==> src/rtl/fan_speed_timer_fsm_if.sv <==
// Button-pulse and fan-status bundle between the button front end and the
// fan control FSM. The slave side is the FSM itself.
interface fan_speed_timer_fsm_if;
  logic       i_btn_onoff;
  logic       i_btn_speed;
  logic       i_btn_timer;
  logic       o_FANOnOff;
  logic [3:0] o_1000_value;
  logic [7:0] o_timer_sec;
  logic       o_timer_active;

  modport master (
    output i_btn_onoff, i_btn_speed, i_btn_timer,
    input  o_FANOnOff, o_1000_value, o_timer_sec, o_timer_active
  );

  modport slave (
    input  i_btn_onoff, i_btn_speed, i_btn_timer,
    output o_FANOnOff, o_1000_value, o_timer_sec, o_timer_active
  );
endinterface

==> src/rtl/fan_speed_timer_fsm.sv <==
// Fan on/off and speed-level controller with an optional auto-off countdown
// timer; drives the select inputs of the downstream fan output multiplexer.
module fan_speed_timer_fsm #(
  parameter int SEC_DIV    = 100_000_000,
  parameter int TIMER_STEP = 5
) (
  input  logic                  i_clk,
  input  logic                  i_reset_n,
  fan_speed_timer_fsm_if.slave  fan
);

  localparam int         PW       = $clog2(SEC_DIV);
  localparam logic [PW-1:0] PRESC_LAST = PW'(SEC_DIV - 1);
  localparam logic [7:0] STEP8    = 8'(TIMER_STEP);

  typedef enum logic {
    S_OFF = 1'b0,
    S_ON  = 1'b1
  } state_t;

  state_t        state_q, state_d;
  logic [1:0]    speed_q, speed_d;
  logic [1:0]    idx_q, idx_d;
  logic [7:0]    sec_q, sec_d;
  logic [PW-1:0] presc_q, presc_d;
  logic          active_q;

  logic       running;
  logic       sec_tick;
  logic [1:0] idx_next;

  assign running  = (sec_q != 8'd0);
  assign sec_tick = running && (presc_q == PRESC_LAST);
  assign idx_next = idx_q + 2'd1;

  // NOTE: every next-state variable gets its hold value first, so no path
  // through the priority chain below can leave one unassigned (no latches).
  always_comb begin
    state_d = state_q;
    speed_d = speed_q;
    idx_d   = idx_q;
    sec_d   = sec_q;
    presc_d = running ? (sec_tick ? '0 : presc_q + PW'(1)) : '0;

    unique case (state_q)
      S_OFF: begin
        if (fan.i_btn_onoff) begin
          state_d = S_ON;
          speed_d = 2'd1;
          idx_d   = 2'd0;
          sec_d   = 8'd0;
          presc_d = '0;
        end
      end

      S_ON: begin
        if (fan.i_btn_onoff) begin
          state_d = S_OFF;
          speed_d = 2'd0;
          idx_d   = 2'd0;
          sec_d   = 8'd0;
          presc_d = '0;
        end else if (fan.i_btn_timer) begin
          // Reload beats a same-cycle expiry; preset 0 cancels the timer.
          idx_d   = idx_next;
          sec_d   = {6'd0, idx_next} * STEP8;
          presc_d = '0;
        end else if (sec_tick && sec_q == 8'd1) begin
          state_d = S_OFF;
          speed_d = 2'd0;
          idx_d   = 2'd0;
          sec_d   = 8'd0;
        end else begin
          if (sec_tick) sec_d = sec_q - 8'd1;
          if (fan.i_btn_speed) speed_d = (speed_q == 2'd3) ? 2'd1 : speed_q + 2'd1;
        end
      end

      default: state_d = S_OFF;
    endcase
  end

  // NOTE: sequential state uses non-blocking assignments so every register
  // samples the pre-edge values regardless of statement order.
  always_ff @(posedge i_clk) begin
    if (!i_reset_n) begin
      state_q  <= S_OFF;
      speed_q  <= 2'd0;
      idx_q    <= 2'd0;
      sec_q    <= 8'd0;
      presc_q  <= '0;
      active_q <= 1'b0;
    end else begin
      state_q  <= state_d;
      speed_q  <= speed_d;
      idx_q    <= idx_d;
      sec_q    <= sec_d;
      presc_q  <= presc_d;
      active_q <= (sec_d != 8'd0);
    end
  end

  assign fan.o_FANOnOff     = (state_q == S_ON);
  assign fan.o_1000_value   = {2'b00, speed_q};
  assign fan.o_timer_sec    = sec_q;
  assign fan.o_timer_active = active_q;

endmodule

==> src/flat_wrapper.sv <==
// flat-port wrapper written by rule: the top's interface ports become plain ports
module fan_speed_timer_fsm_flat 
#(
  parameter int SEC_DIV    = 100_000_000,
  parameter int TIMER_STEP = 5
)
  (i_clk, i_reset_n, fan_i_btn_onoff, fan_i_btn_speed, fan_i_btn_timer, fan_o_FANOnOff, fan_o_1000_value, fan_o_timer_sec, fan_o_timer_active);
  fan_speed_timer_fsm_if fan_i ();
  input  logic i_clk;
  input  logic i_reset_n;
  input wire logic [$bits(fan_i.i_btn_onoff)-1:0] fan_i_btn_onoff;
  input wire logic [$bits(fan_i.i_btn_speed)-1:0] fan_i_btn_speed;
  input wire logic [$bits(fan_i.i_btn_timer)-1:0] fan_i_btn_timer;
  output wire logic [$bits(fan_i.o_FANOnOff)-1:0] fan_o_FANOnOff;
  output wire logic [$bits(fan_i.o_1000_value)-1:0] fan_o_1000_value;
  output wire logic [$bits(fan_i.o_timer_sec)-1:0] fan_o_timer_sec;
  output wire logic [$bits(fan_i.o_timer_active)-1:0] fan_o_timer_active;
  assign fan_i.i_btn_onoff = fan_i_btn_onoff;
  assign fan_i.i_btn_speed = fan_i_btn_speed;
  assign fan_i.i_btn_timer = fan_i_btn_timer;
  assign fan_o_FANOnOff = fan_i.o_FANOnOff;
  assign fan_o_1000_value = fan_i.o_1000_value;
  assign fan_o_timer_sec = fan_i.o_timer_sec;
  assign fan_o_timer_active = fan_i.o_timer_active;
  fan_speed_timer_fsm #(.SEC_DIV(SEC_DIV), .TIMER_STEP(TIMER_STEP)) u_core (.i_clk(i_clk), .i_reset_n(i_reset_n), .fan(fan_i));
endmodule
==> config.mk <==
export PLATFORM = sky130hd
export DESIGN_NAME = fan_speed_timer_fsm_flat
export DESIGN_NICKNAME = d
export VERILOG_FILES = /design/src/rtl/fan_speed_timer_fsm_if.sv /design/src/rtl/fan_speed_timer_fsm.sv /design/src/flat_wrapper.sv
export SDC_FILE = /design/constraint.sdc
export NUM_CORES = 1
export LEC_CHECK = 0
export BUFFER_PORTS_ARGS = -buffer_cell sky130_fd_sc_hd__buf_2
export CORE_MARGIN = 10
export CORE_UTILIZATION = 52
export CTS_BUF_LIST = sky130_fd_sc_hd__clkbuf_4 sky130_fd_sc_hd__clkbuf_8
export DETAILED_ROUTE_END_ITERATION = 6
export PLACE_DENSITY_LB_ADDON = 0.25
export SLEW_MARGIN = 40
export SYNTH_ARGS = -nofsm -noshare
export SYNTH_HDL_FRONTEND = slang
export SYNTH_SLANG_ARGS = --single-unit
==> constraint.sdc <==
create_clock -name i_clk -period 2.1 [get_ports i_clk]
set_input_delay 0.21 -clock i_clk [delete_from_list [all_inputs] [get_ports i_clk]]
set_output_delay 0.21 -clock i_clk [all_outputs]
set_load 0.05 [all_outputs]
==> metrics <==
via count 2298; count of final max-slew check failures 0; DP Wirelength 4580 µm; antenna violations before repair 0; multi-input logic area 1510 µm²; Max Fclk 444 MHz; CTS Hold Bufs 0; n_diodes 0; number of global-route vias before repair 2176; number of synthesized flops with an enable pin 0; clock buffer depth 2; Power Dens Cells 556 nW/µm²; Vias/cell 5.82; htree depth 2; Worst slew margin 63.8%; drc violations 0; GPL Wtd Cong 0.980; Post-synth ARST share 0%; CTS tree built; later-pin clock latency in the skew report 290 ps; First DRT Iteration DRCs 171; Port-buffer cells 16; PnR worst setup slack -151 ps; die area 7620 µm²; MaxCap Viol Count 0; Tcrit/Tclk final 107%; first-pass GRT wire length 10100 µm; worst-path maximum fanout 4; Post-DRT Antenna Nets 0; critical path capture point type flip-flop; share of the yosys chip area belonging to registers 34.8%; status finished with violations; core area 4380 µm²; CTS Sinks 41; Yosys cell types 64; area delta synth->final 29.7%; Fill cells 363; Pre-antenna DRT Iters 4; gr ovfl total 0; CTS Root Cell clkbuf_8; Max IR drop VDD 0.000415 V; final core utilization 69.7%; synth warn 0; largest net degree at the start of global routing 28; CP required 2290 ps; clock-pin slew on the worst setup and hold paths 80 ps; DP Worst Slack -129 ps; Total Routed Length 6070 µm; GRT Total Usage 16.1%; Wirelength per Cell 15.4 µm; share of cells above drive strength 1 32.4%; Hold/Removal Path Class input port to flip-flop; post-synthesis area per instance 8.38 µm²; Final Hold Fails 0; failing checks negative setup slack; clk_skew 7.84 ps; worst slew pin tran 541 ps; Setup-failing EPs final 3; RSZ-0062 raised after global routing true; Num CTS Buffers 5; Final min period 2250 ps; site row count 24; Mapped Area 2360 µm²; Lkg Pwr 1.22 nW; die width 87.3 µm; Synth Register Bits 41; IO Pins 19; critical path launch point type flip-flop; critical path class flip-flop to flip-flop; Die Ht 87.3 µm; ys flop type dfxtp_1; Seq. cell area 837 µm²; Mapped Cells 281; Final nets 352; initial core utilization 53.7%; WP data arrival 2440 ps
-- report_power, final --
| part | internal (mW) | total [mW] | switching (mW) | leakage (nW) |
|---|---|---|---|---|
| combinational | 0.0612 | 0.166 | 0.105 | 0.820 |
| clock | 0.472 | 0.746 | 0.274 | 0.0681 |
| sequential | 0.782 | 0.788 | 0.00618 | 0.336 |
| total | 1.31 | 1.70 | 0.386 | 1.22 |
-- kinds of logic after synthesis --
logic type      count (synthesis)  share of synthesized area [%]
xor+xnor                       24                           8.92
other cells                     1                          0.159
simple gates                  136                           33.2
flops                          41                           34.8
fa+ha+maj                       5                           2.66
compound gates                 51                           14.9
buf+inv                        21                           4.46
mux                             2                          0.850
-- path summary, 6_finish.rpt --
path / start / to / slack (ps) / cells after the start
worst max-delay path: u_core.fan.o_timer_sec[1] / u_core.fan.o_timer_active / -150 / 8
worst min-delay path: i_reset_n / u_core.fan.o_timer_sec[7] / 170 / 2
worst max register to register: u_core.fan.o_timer_sec[1] / u_core.fan.o_timer_active / -150 / 8
worst min register to register: u_core.presc_q[24] / u_core.presc_q[24] / 470 / 2
-- flip-flops by register name, summed over array words and instances, names as in the netlist --
name	cells
u_core.presc_q	27
u_core.fan.o_timer_sec	8
u_core.idx_q	2
u_core.fan.o_timer_active	1
u_core.fan.o_FANOnOff	1
u_core.speed_q	2
-- through the flow --
stage	setup TNS [ps]	hold slack (ps)	area, µm²	total power, mW	instances
after floorplan	-241	328	2400	0.911	282
after global placement	-181	448	2820	0.956	382
after detailed placement	-409	463	2820	0.959	382
after CTS	-286	167	3000	1.71	393
after global routing	-677	184	3060	1.76	395
final	-324	173	3060	1.70	395
-- cell usage in the layout (no fill, tap or decap), types with 7 or more instances in the layout --
cell type / synthesis / final
buf_4: 2 / 47
nor2_1: 37 / 37
dfxtp_1: 41 / 32
nand2_1: 24 / 24
xor2_1: 17 / 17
buf_2: 3 / 16
a21oi_1: 16 / 15
nand3_1: 13 / 13
and4_1: 8 / 7
xnor2_1: 7 / 7
dfxtp_2: 0 / 7
-- critical path: stages, from the launching register on --
cell,delay (ps)
dfxtp_4,360
inv_4,70
ha_1,120
or4b_4,500
a21oi_4,220
o41ai_2,90
a221oi_2,290
o211ai_1,170
o41a_1,320
-- per-layer routing --
metal  wire (µm)  global-route usage, %  share of wire, %
met1        2600                   18.8                43
met5           0                      0                 0
met3         351                   3.75               5.8
met2        2970                   27.1                49
met4         150                   7.25               2.5
-- cell usage after synthesis (2+ instances only) --
cell type  count  area, µm²
mux2i_1        2       20.0
o41ai_1        3       26.3
ha_1           5       62.6
and3b_1        2       17.5
xor2_1        17        149
and4_1         8       70.1
buf_4          2       15.0
xnor2_1        7       61.3
nand3_1       13       65.1
dfxtp_1       41        821
a21oi_1       16       80.1
clkbuf_1       6       22.5
o211ai_1       2       15.0
a31oi_1        2       12.5
or4_1          2       15.0
and2_1         6       37.5
nor3b_1        3       22.5
nor3_1         6       30.0
inv_1          7       26.3
nor4_1         2       12.5
o21ai_0        7       35.0
nand2b_1       2       12.5
nor2_1        37        139
and3_1         5       31.3
o21ai_1        3       15.0
or4b_4         2       27.5
buf_6          2       22.5
nor2b_1        2       12.5
nand2_1       24       90.1
nor4bb_1       3       30.0
nand4_1        6       37.5
buf_2          3       15.0
nor3_2         2       20.0
-- layout make-up --
type,instances,share of cell area [%]
clock buffer,5,2.25
clock inverter,3,2.13
inverter,8,1.06
multi-input combinational,220,49.5
sequential,41,27.4
tap,52,2.13
timing repair buffer,66,15.6
-- what timing repair did --
action,4_1_cts,5_1_grt
endpoints found under the setup margin,5,13
buffers inserted,3,2
resized for setup,5,12
pin swaps,5,9
(Power assumes the default switching activity.)
